## src/rtl/pipelined_addsub_pkg.sv

```systemverilog
// Shared opcodes, flag layout and widths for the pipelined add/subtract unit.
package pipelined_addsub_pkg;

  // Operation select carried on in_op.
  typedef enum logic {
    OP_ADD = 1'b0,
    OP_SUB = 1'b1
  } op_e;

  // Flag bit positions, shared with the condition-code register.
  localparam int unsigned FLAG_CF = 0;
  localparam int unsigned FLAG_OF = 1;
  localparam int unsigned FLAG_ZF = 2;
  localparam int unsigned FLAG_SF = 3;
  localparam int unsigned FLAG_W  = 4;

  // Packed flag word; field order matches the FLAG_* indices (cf is bit 0).
  typedef struct packed {
    logic sf;
    logic zf;
    logic of;
    logic cf;
  } flags_t;

endpackage

```

## src/rtl/pipelined_addsub_if.sv

```systemverilog
// Valid/ready operation and result bus of the pipelined add/subtract unit.
interface pipelined_addsub_if #(
  parameter int unsigned WIDTH = 64,
  parameter int unsigned TAG_W = 4
);

  logic             in_valid;
  logic             in_ready;
  logic [WIDTH-1:0] in_a;
  logic [WIDTH-1:0] in_b;
  logic             in_op;
  logic [TAG_W-1:0] in_tag;

  logic             out_valid;
  logic             out_ready;
  logic [WIDTH-1:0] out_sum;
  logic             out_cf;
  logic             out_of;
  logic             out_zf;
  logic             out_sf;
  logic [TAG_W-1:0] out_tag;

  // Issuing side: presents operations, consumes results.
  modport master (
    output in_valid, in_a, in_b, in_op, in_tag, out_ready,
    input  in_ready, out_valid, out_sum, out_cf, out_of, out_zf, out_sf, out_tag
  );

  // Arithmetic unit side.
  modport slave (
    input  in_valid, in_a, in_b, in_op, in_tag, out_ready,
    output in_ready, out_valid, out_sum, out_cf, out_of, out_zf, out_sf, out_tag
  );

endinterface

```

## src/rtl/addsub_stage.sv

```systemverilog
// One CHUNK-bit adder slice with its pipeline register and local advance logic.
// The final slice also derives the condition flags from the completed result.
module addsub_stage
  import pipelined_addsub_pkg::*;
#(
  parameter int unsigned WIDTH = 64,
  parameter int unsigned CHUNK = 16,
  parameter int unsigned TAG_W = 4,
  parameter int unsigned IDX   = 0,
  parameter bit          LAST  = 1'b0
) (
  input  logic             clk,
  input  logic             rst_n,
  input  logic             in_valid,
  output logic             in_ready_c,
  input  logic [WIDTH-1:0] in_a,
  input  logic [WIDTH-1:0] in_b,
  input  logic [WIDTH-1:0] in_sum,
  input  logic             in_c,
  input  logic             in_op,
  input  logic [TAG_W-1:0] in_tag,
  output logic             out_valid,
  input  logic             out_ready,
  output logic [WIDTH-1:0] out_a,
  output logic [WIDTH-1:0] out_b,
  output logic [WIDTH-1:0] out_sum,
  output logic             out_c,
  output logic             out_op,
  output logic [TAG_W-1:0] out_tag,
  output flags_t           out_flags
);

  localparam int unsigned LO  = IDX * CHUNK;
  localparam int unsigned MSB = WIDTH - 1;

  logic             adv_c;
  logic             carry_c;
  logic [CHUNK-1:0] chunk_c;
  logic [WIDTH-1:0] sum_c;

  // Slice can take new data when empty or when its content leaves this edge.
  always_comb begin
    adv_c      = !out_valid || out_ready;
    in_ready_c = adv_c;
  end

  // Add this slice plus incoming carry and merge it into the partial result.
  always_comb begin
    {carry_c, chunk_c} = (CHUNK+1)'(in_a[LO +: CHUNK])
                       + (CHUNK+1)'(in_b[LO +: CHUNK])
                       + (CHUNK+1)'(in_c);
    sum_c              = in_sum;
    sum_c[LO +: CHUNK] = chunk_c;
  end

  // Valid bit always follows on advance; payload loads only on a real transfer.
  always_ff @(posedge clk or negedge rst_n) begin
    if (!rst_n) begin
      out_valid <= 1'b0;
      out_a     <= '0;
      out_b     <= '0;
      out_sum   <= '0;
      out_c     <= 1'b0;
      out_op    <= 1'b0;
      out_tag   <= '0;
    end else if (adv_c) begin
      out_valid <= in_valid;
      if (in_valid) begin
        out_a   <= in_a;
        out_b   <= in_b;
        out_sum <= sum_c;
        out_c   <= carry_c;
        out_op  <= in_op;
        out_tag <= in_tag;
      end
    end
  end

  if (LAST) begin : g_flags
    flags_t flags_c;

    // Flags from the full result; b here is already inverted for SUB.
    always_comb begin
      flags_c    = '0;
      flags_c.cf = (in_op == OP_SUB) ? !carry_c : carry_c;
      flags_c.of = (in_a[MSB] == in_b[MSB]) && (sum_c[MSB] != in_a[MSB]);
      flags_c.zf = (sum_c == '0);
      flags_c.sf = sum_c[MSB];
    end

    // Flag register, loaded alongside the result.
    always_ff @(posedge clk or negedge rst_n) begin
      if (!rst_n) begin
        out_flags <= '0;
      end else if (adv_c && in_valid) begin
        out_flags <= flags_c;
      end
    end
  end else begin : g_no_flags
    // Intermediate slices never carry meaningful flags.
    assign out_flags = '0;
  end

endmodule

```

## src/rtl/pipelined_addsub.sv

```systemverilog
// Pipelined signed add/subtract with Y86-style flags: the WIDTH-bit carry chain
// is cut into CHUNK-bit slices, one register stage each, with bubble-collapsing
// valid/ready flow control and a pass-through tag.
module pipelined_addsub
  import pipelined_addsub_pkg::*;
#(
  parameter int unsigned WIDTH = 64,
  parameter int unsigned CHUNK = 16,
  parameter int unsigned TAG_W = 4
) (
  input  logic               clk,
  input  logic               rst_n,
  pipelined_addsub_if.slave  bus
);

  localparam int unsigned STAGES = WIDTH / CHUNK;

  for (genvar i = 0; i < STAGES; i++) begin : g_stage
    logic             v_q;
    logic             rdy_c;
    logic [WIDTH-1:0] a_q;
    logic [WIDTH-1:0] b_q;
    logic [WIDTH-1:0] s_q;
    logic             c_q;
    logic             op_q;
    logic [TAG_W-1:0] t_q;
    flags_t           f_q;

    logic             v_in;
    logic             rdy_in;
    logic [WIDTH-1:0] a_in;
    logic [WIDTH-1:0] b_in;
    logic [WIDTH-1:0] s_in;
    logic             c_in;
    logic             op_in;
    logic [TAG_W-1:0] t_in;

    if (i == 0) begin : g_src
      // First slice: invert B and inject carry-in for SUB.
      always_comb begin
        v_in  = bus.in_valid;
        a_in  = bus.in_a;
        b_in  = bus.in_b ^ {WIDTH{bus.in_op == OP_SUB}};
        s_in  = '0;
        c_in  = (bus.in_op == OP_SUB);
        op_in = bus.in_op;
        t_in  = bus.in_tag;
      end
    end else begin : g_src
      // Later slices take the previous slice's register outputs.
      always_comb begin
        v_in  = g_stage[i-1].v_q;
        a_in  = g_stage[i-1].a_q;
        b_in  = g_stage[i-1].b_q;
        s_in  = g_stage[i-1].s_q;
        c_in  = g_stage[i-1].c_q;
        op_in = g_stage[i-1].op_q;
        t_in  = g_stage[i-1].t_q;
      end
    end

    if (i == STAGES - 1) begin : g_dst
      // Last slice is released by the downstream consumer.
      always_comb rdy_in = bus.out_ready;

      logic unused_tail;
      assign unused_tail = ^{a_q, b_q, c_q, op_q};
    end else begin : g_dst
      // Inner slices are released by the next slice.
      always_comb rdy_in = g_stage[i+1].rdy_c;

      logic unused_flags;
      assign unused_flags = ^f_q;
    end

    addsub_stage #(
      .WIDTH (WIDTH),
      .CHUNK (CHUNK),
      .TAG_W (TAG_W),
      .IDX   (i),
      .LAST  (i == STAGES - 1)
    ) u_stage (
      .clk        (clk),
      .rst_n      (rst_n),
      .in_valid   (v_in),
      .in_ready_c (rdy_c),
      .in_a       (a_in),
      .in_b       (b_in),
      .in_sum     (s_in),
      .in_c       (c_in),
      .in_op      (op_in),
      .in_tag     (t_in),
      .out_valid  (v_q),
      .out_ready  (rdy_in),
      .out_a      (a_q),
      .out_b      (b_q),
      .out_sum    (s_q),
      .out_c      (c_q),
      .out_op     (op_q),
      .out_tag    (t_q),
      .out_flags  (f_q)
    );
  end

  // Accept is held off while reset is asserted.
  assign bus.in_ready  = rst_n & g_stage[0].rdy_c;

  // Result side is driven straight from the last slice's registers.
  assign bus.out_valid = g_stage[STAGES-1].v_q;
  assign bus.out_sum   = g_stage[STAGES-1].s_q;
  assign bus.out_tag   = g_stage[STAGES-1].t_q;
  assign bus.out_cf    = g_stage[STAGES-1].f_q.cf;
  assign bus.out_of    = g_stage[STAGES-1].f_q.of;
  assign bus.out_zf    = g_stage[STAGES-1].f_q.zf;
  assign bus.out_sf    = g_stage[STAGES-1].f_q.sf;

endmodule

```

## src/flat_wrapper.sv

```systemverilog
// flat-port wrapper written by rule: the top's interface ports become plain ports
module pipelined_addsub_flat import pipelined_addsub_pkg::*;
#(
  parameter int unsigned WIDTH = 64,
  parameter int unsigned CHUNK = 16,
  parameter int unsigned TAG_W = 4
)
  (clk, rst_n, bus_in_valid, bus_in_a, bus_in_b, bus_in_op, bus_in_tag, bus_out_ready, bus_in_ready, bus_out_valid, bus_out_sum, bus_out_cf, bus_out_of, bus_out_zf, bus_out_sf, bus_out_tag);
  pipelined_addsub_if #(.WIDTH(WIDTH), .TAG_W(TAG_W)) bus_i ();
  input  logic clk;
  input  logic rst_n;
  input wire logic [$bits(bus_i.in_valid)-1:0] bus_in_valid;
  input wire logic [$bits(bus_i.in_a)-1:0] bus_in_a;
  input wire logic [$bits(bus_i.in_b)-1:0] bus_in_b;
  input wire logic [$bits(bus_i.in_op)-1:0] bus_in_op;
  input wire logic [$bits(bus_i.in_tag)-1:0] bus_in_tag;
  input wire logic [$bits(bus_i.out_ready)-1:0] bus_out_ready;
  output wire logic [$bits(bus_i.in_ready)-1:0] bus_in_ready;
  output wire logic [$bits(bus_i.out_valid)-1:0] bus_out_valid;
  output wire logic [$bits(bus_i.out_sum)-1:0] bus_out_sum;
  output wire logic [$bits(bus_i.out_cf)-1:0] bus_out_cf;
  output wire logic [$bits(bus_i.out_of)-1:0] bus_out_of;
  output wire logic [$bits(bus_i.out_zf)-1:0] bus_out_zf;
  output wire logic [$bits(bus_i.out_sf)-1:0] bus_out_sf;
  output wire logic [$bits(bus_i.out_tag)-1:0] bus_out_tag;
  assign bus_i.in_valid = bus_in_valid;
  assign bus_i.in_a = bus_in_a;
  assign bus_i.in_b = bus_in_b;
  assign bus_i.in_op = bus_in_op;
  assign bus_i.in_tag = bus_in_tag;
  assign bus_i.out_ready = bus_out_ready;
  assign bus_in_ready = bus_i.in_ready;
  assign bus_out_valid = bus_i.out_valid;
  assign bus_out_sum = bus_i.out_sum;
  assign bus_out_cf = bus_i.out_cf;
  assign bus_out_of = bus_i.out_of;
  assign bus_out_zf = bus_i.out_zf;
  assign bus_out_sf = bus_i.out_sf;
  assign bus_out_tag = bus_i.out_tag;
  pipelined_addsub #(.WIDTH(WIDTH), .CHUNK(CHUNK), .TAG_W(TAG_W)) u_core (.clk(clk), .rst_n(rst_n), .bus(bus_i));
endmodule
```

## config.mk

```make
export PLATFORM = sky130hd
export DESIGN_NAME = pipelined_addsub_flat
export DESIGN_NICKNAME = d
export VERILOG_FILES = /design/src/rtl/pipelined_addsub_pkg.sv /design/src/rtl/pipelined_addsub_if.sv /design/src/rtl/addsub_stage.sv /design/src/rtl/pipelined_addsub.sv /design/src/flat_wrapper.sv
export SDC_FILE = /design/constraint.sdc
export NUM_CORES = 1
export LEC_CHECK = 0
export ABC_AREA = 1
export CAP_MARGIN = 20
export CORE_ASPECT_RATIO = 1.2
export CORE_MARGIN = 5
export CORE_UTILIZATION = 40
export DETAILED_ROUTE_END_ITERATION = 12
export GPL_ROUTABILITY_DRIVEN = 0
export GPL_TIMING_DRIVEN = 0
export PLACE_DENSITY_LB_ADDON = 0.1
export SLEW_MARGIN = 0
export SYNTH_ARGS = -nofsm -noshare
export SYNTH_HDL_FRONTEND = slang
export SYNTH_SLANG_ARGS = --single-unit
```

## constraint.sdc

```tcl
create_clock -name clk -period 2.1 [get_ports clk]
set_input_delay 0.315 -clock clk [delete_from_list [all_inputs] [get_ports clk]]
set_output_delay 0.315 -clock clk [all_outputs]
set_load 0.005 [all_outputs]
```

### Word level (Yosys, flattened, before mapping)

Cells that the tools add are included.

| operators by class | value |
|---|---|
| equal/unequal tests | 2 |
| $add $sub $neg | 8 |
| multiplexer cells | 1 |
| reductions and logical operators | 16 |
| bitwise operators | 2 |

Operators by type and width:

| cell | number |
|---|---|
| adder 16 x 16 -> 17 bit | 4 |
| adder 17 x 1 -> 17 bit | 4 |
| zero test 64 bit | 1 |
| XOR 64 bit | 1 |
| AND reduction 2 bit | 4 |
| zero test 1 bit | 5 |
| logical OR 1 bit | 4 |
| logical AND 1 bit | 2 |
| AND 1 bit | 1 |
| equality test 1 bit | 1 |
| two-way mux 1 bit | 1 |
| inequality test 1 bit | 1 |

| storage, ports and cells | value |
|---|---|
| output and inout port bits | 74 |
| flip-flop bits (word level) | 574 |
| logic and storage cells | 57 |
| input bits | 137 |

### Depth between registers and ports, before layout

| depth | value |
|---|---|
| depth in word-level cells | 6 |
| depth in mapped cells | 16 |
| gate-level depth less buffers | 16 |

### Modules after synthesis

Synthesis repeated with hierarchy kept, for this count alone.

| second synthesis, totals | value |
|---|---|
| cells, all modules | 4381 |
| area total of the unflattened synthesis | 35104.9 um^2 |

By module, submodules not included:

| module | sequential area each (um^2) | area each (um^2) | times used | cells each |
|---|---|---|---|---|
| addsub_stage at u_core.g_stage[1].u_stage ... | 4979.8 | 8440.6 | 2 | 1019 |
| addsub_stage at u_core.g_stage[3].u_stage | 5054.8 | 8640.8 | 1 | 1051 |
| addsub_stage at u_core.g_stage[0].u_stage | 4979.8 | 8473.1 | 1 | 1019 |
| pipelined_addsub | 0.0 | 1109.8 | 1 | 273 |

### Worst setup path before layout

No wires, ideal clock.

| timing path | value |
|---|---|
| path type | input to register |
| start | input port bus_in_op |
| end | register u_core.g_stage[0].u_stage.out_sum[14] |
| data arrival time | 1987 ps |
| path buffers | 2 |
| setup slack | -8 ps |
| data required time | 1979 ps |
| stages on the path | 12 |
| setup time | 121 ps |
| path through | buf_4 -> buf_2 -> xor2_1 -> fa_1 -> nand3_1 -> nand2_1 -> a21boi_1 -> inv_1 -> nand4_1 -> nand3_1 -> nand3_1 -> o21ai_1 |

| on the way | value |
|---|---|
| longest elaborated chain between the ends | 3 |

RTL lines:

| element | line | text |
|---|---|---|
| start: declaration | flat_wrapper.sv:15 | `input wire logic [$bits(bus_i.in_op)-1:0] bus_in_op;` |
| XOR 64 bit | pipelined_addsub.sv:43 | `b_in = bus.in_b ^ {WIDTH{bus.in_op == OP_SUB}};` |
| adder 16 x 16 -> 17 bit | addsub_stage.sv:50 | `+ (CHUNK+1)'(in_b[LO +: CHUNK])` |
| adder 17 x 1 -> 17 bit * | addsub_stage.sv:51 | `+ (CHUNK+1)'(in_c);` |
| end signal: assignment | addsub_stage.sv:71 | `out_sum <= sum_c;` |
| end: declaration | addsub_stage.sv:26 | `output logic [WIDTH-1:0] out_sum,` |

Every way passes the cells marked *; elsewhere a longest branch is shown, timed or not.
A chain may end at the register's enable or synchronous reset.

### Final worst setup path

| timing path | value |
|---|---|
| start | register u_core.g_stage[2].u_stage.out_c |
| end | register u_core.g_stage[3].u_stage.out_flags[2] (netlist name) |

| on the way | value |
|---|---|
| longest elaborated chain between the ends | 2 |

RTL lines:

| element | line | text |
|---|---|---|
| start: declaration | addsub_stage.sv:27 | `output logic out_c,` |
| start signal: assignment | addsub_stage.sv:72 | `out_c <= carry_c;` |
| adder 17 x 1 -> 17 bit | addsub_stage.sv:51 |  |
| zero test 64 bit | addsub_stage.sv:87 | `flags_c.zf = (sum_c == '0);` |
| end signal: assignment | addsub_stage.sv:96 | `out_flags <= flags_c;` |
| end: declaration | addsub_stage.sv:30 | `output flags_t out_flags` |

No other way between the ends.

==> metrics.txt <==
Worst-path clk slew 60 ps; Pwr Density 1370 nW/um2; initial antenna violation count 0; RSZ-0062 raised after global routing true; Switching Fraction 0.384; Fmax 409 MHz; Critical R2R Capture u_core.g_stage[3].u_stage.out_flags[2]; antenna cells 0; Yosys reg bits 381; syn avg cell area 8.35 um2; Net Count, Synth 2382; Starting Density 0.404; crit path capture type flip-flop; Clk pwr share 0.231; CP Class flip-flop to flip-flop; # nets final 2653; Post-DP HPWL 39.9 mm; clk buf depth 3; peak supply drop 0.548 mV; final wirelength 51.9 mm; Max transition margin 0.517; Max-Cap Viols 0; Vias/cell 4.83; vias in the first global route 15.2k; Root Driver clkbuf_16; Inserted Clock Buffers 40; dominant cell type by area after synthesis dfrtp_1; hold buffer count at cts 3; Layout area overhead 25.1%; Gate power share 0.394; R2R cell count 15; Post-synth EDFFs 0; Final Critical Period 2450 ps; setup_tns -347 ps; share of layout cells above drive strength 1 0.0835; largest net degree at the start of global routing 122; final non-filler cell total 3087; Clock Skew 17.7 ps; sequential fraction of design power 0.375; final instance area 22800 um2; DIE AREA 49900 um2; TritonCTS clock tree yes; critical path arrival 2940 ps; part of the Yosys area used for sequential elements 0.524; Worst Path Required 2600 ps; area of the core 45000 um2; drt drc 0; status complete, but fails checks; Vias 14.9k; crit-path max FO 2; r2r setup slk -350 ps; ys async rst share 1.00; hold_ws -172 ps; average wire per standard cell 16.8 um; global-route wire length before repair 83.0 mm; DRT antenna net count 0; DRT iter0 DRCs 857; failing checks negative hold slack, negative setup slack; Tcrit/Tclk final 1.17; post-synth top area share 0.524; Port Buffers 209; Max H-tree Level 2; Leakage 11.3 nW; row cnt 85; setup violators final 1; max-slew violations 0; main flop type after synthesis dfrtp_1; crit path launch type flip-flop; clock sink total 381; dpl cells 2999; most common cell after layout, fill and taps aside nand2_1; I/O pins 211; overflow left after global routing 0; Pint 19.3 mW; Die X 205 um; Ys Warns 0; Synth Instances 2178; final hold vios 118; Synth Cell Area 18200 um2; Worst-Skew Late Latency 560 ps; Worst R2R Start u_core.g_stage[2].u_stage.out_c; Slew @ Worst Pin 725 ps; commonest non-fill, non-tap cells in the layout nand2_1, dfrtp_1, clkdlybuf4s50_1; setup ws final -347 ps; HP Class primary input to asynchronous set/reset pin; synth top area cells dfrtp_1, nand2_1, o21ai_0; Unique masters post-synth 42; chip height 244 um; overall fraction of global-route tracks in use 0.210; Switch Pwr 12.0 mW; Area after DPL 21100 um2; 1st-pass router iterations 5
## power groups by stage
stage          sequential (mW)  clock (mW)  combinational [mW]
2_1_floorplan             11.3           0                7.47
3_3_place_gp              11.8           0                11.8
3_5_place_dp              11.8           0                12.0
4_1_cts                   11.7        7.39                12.1
5_1_grt                   12.1        7.70                13.9
6_report                  11.7        7.21                12.3
## worst max-delay path, stage by stage (launching register included)
cell and delay (ps):
dfrtp_2 400, fa_2 240, inv_2 40, fa_2 580, inv_2 40, nor2_1 80
nand2_1 60, nor2_2 90, nand3_2 120, nor2_2 110, nand2_1 80, nor2_1 110
nand3_1 100, nor2_1 130, nand3_1 110, nand2_1 90
## routing by layer
layer	track usage	vias to the layer above	wire [um]
met1	0.283	7095	23300
met4	0.0534	0	1240
li1	-	7454	-
met2	0.352	278	25100
met5	0	-	0
met3	0.0367	69	2290
## flip-flops by register name, summed over array words and instances, names as in the netlist
register	flops
u_core.g_stage.u_stage.out_tag	16
u_core.g_stage.u_stage.out_valid	4
u_core.g_stage.u_stage.out_sum	159
u_core.g_stage.u_stage.out_a	96
u_core.g_stage.u_stage.out_flags	4
u_core.g_stage.u_stage.out_op	3
u_core.g_stage.u_stage.out_c	3
u_core.g_stage.u_stage.out_b	96
## repair_timing
item,in CTS,in global routing
gates cloned,0,0
buffers inserted,4,10
endpoints found under the hold margin,38,118
setup endpoints to repair,8,34
pin swaps,6,16
gates resized for setup,17,37
## Yosys cell counts (6+ instances only)
cell	instances
ha_1	60
buf_2	32
fa_1	7
nand2_1	901
o21bai_1	6
buf_1	9
o21ai_0	178
buf_4	20
inv_1	144
clkbuf_1	21
a21oi_2	6
nor2_1	100
o21ai_1	24
nand3_1	71
nand3b_1	7
a31oi_1	15
xnor2_1	64
dfrtp_1	381
a21oi_1	42
nor3_1	11
xor2_1	23
inv_2	6
nand2_2	6
nand4_1	8
## cell families (layout without fill, tap and decap cells)
family / after synthesis / after routing / synth area share
AO/OA/AOI/OAI: 295 / 295 / 0.0888
AND/OR/NAND/NOR: 1112 / 1112 / 0.240
buffers and inverters: 236 / 536 / 0.0563
flip-flops: 381 / 381 / 0.524
XOR/XNOR: 87 / 87 / 0.0419
adder cells (fa/ha/maj): 67 / 67 / 0.0490
## final cells by class
cell class              instances  area, um2
inverters                     150        563
fillers                      4398      22200
well taps                     609        762
clock buffers                  55       1160
plain buffers                  86        467
multi-input cells            1561       7750
repair buffers                229       2350
flip-flops and latches        381       9540
clock inverters                16        169
## worst max-delay path by stage
stage	endpoint	from	depth (start not counted)	slack, ps
global placement	u_core.g_stage[0].u_stage.out_b[43]	rst_n	1	-15920
detailed placement	u_core.g_stage[0].u_stage.out_sum[15]	bus_in_op	12	-490
CTS	u_core.g_stage[3].u_stage.out_flags[2]	u_core.g_stage[2].u_stage.out_c	15	-380
floorplan	u_core.g_stage[0].u_stage.out_sum[15]	bus_in_op	13	5
finish	u_core.g_stage[3].u_stage.out_flags[2]	u_core.g_stage[2].u_stage.out_c	15	-350
global route	u_core.g_stage[3].u_stage.out_flags[2]	u_core.g_stage[2].u_stage.out_a[48]	15	-490
## per-stage QoR
step	worst slack [ps]	power (mW)	hold WS [ps]	util
2_1_floorplan	5.03	18.8	19.4	-
3_3_place_gp	-15920	23.6	452	0.468
3_5_place_dp	-495	23.8	211	0.470
4_1_cts	-385	31.3	-152	0.502
5_1_grt	-485	33.7	-137	0.506
6_report	-347	31.3	-172	0.506
Note: power is estimated with default switching activity, not from simulation.
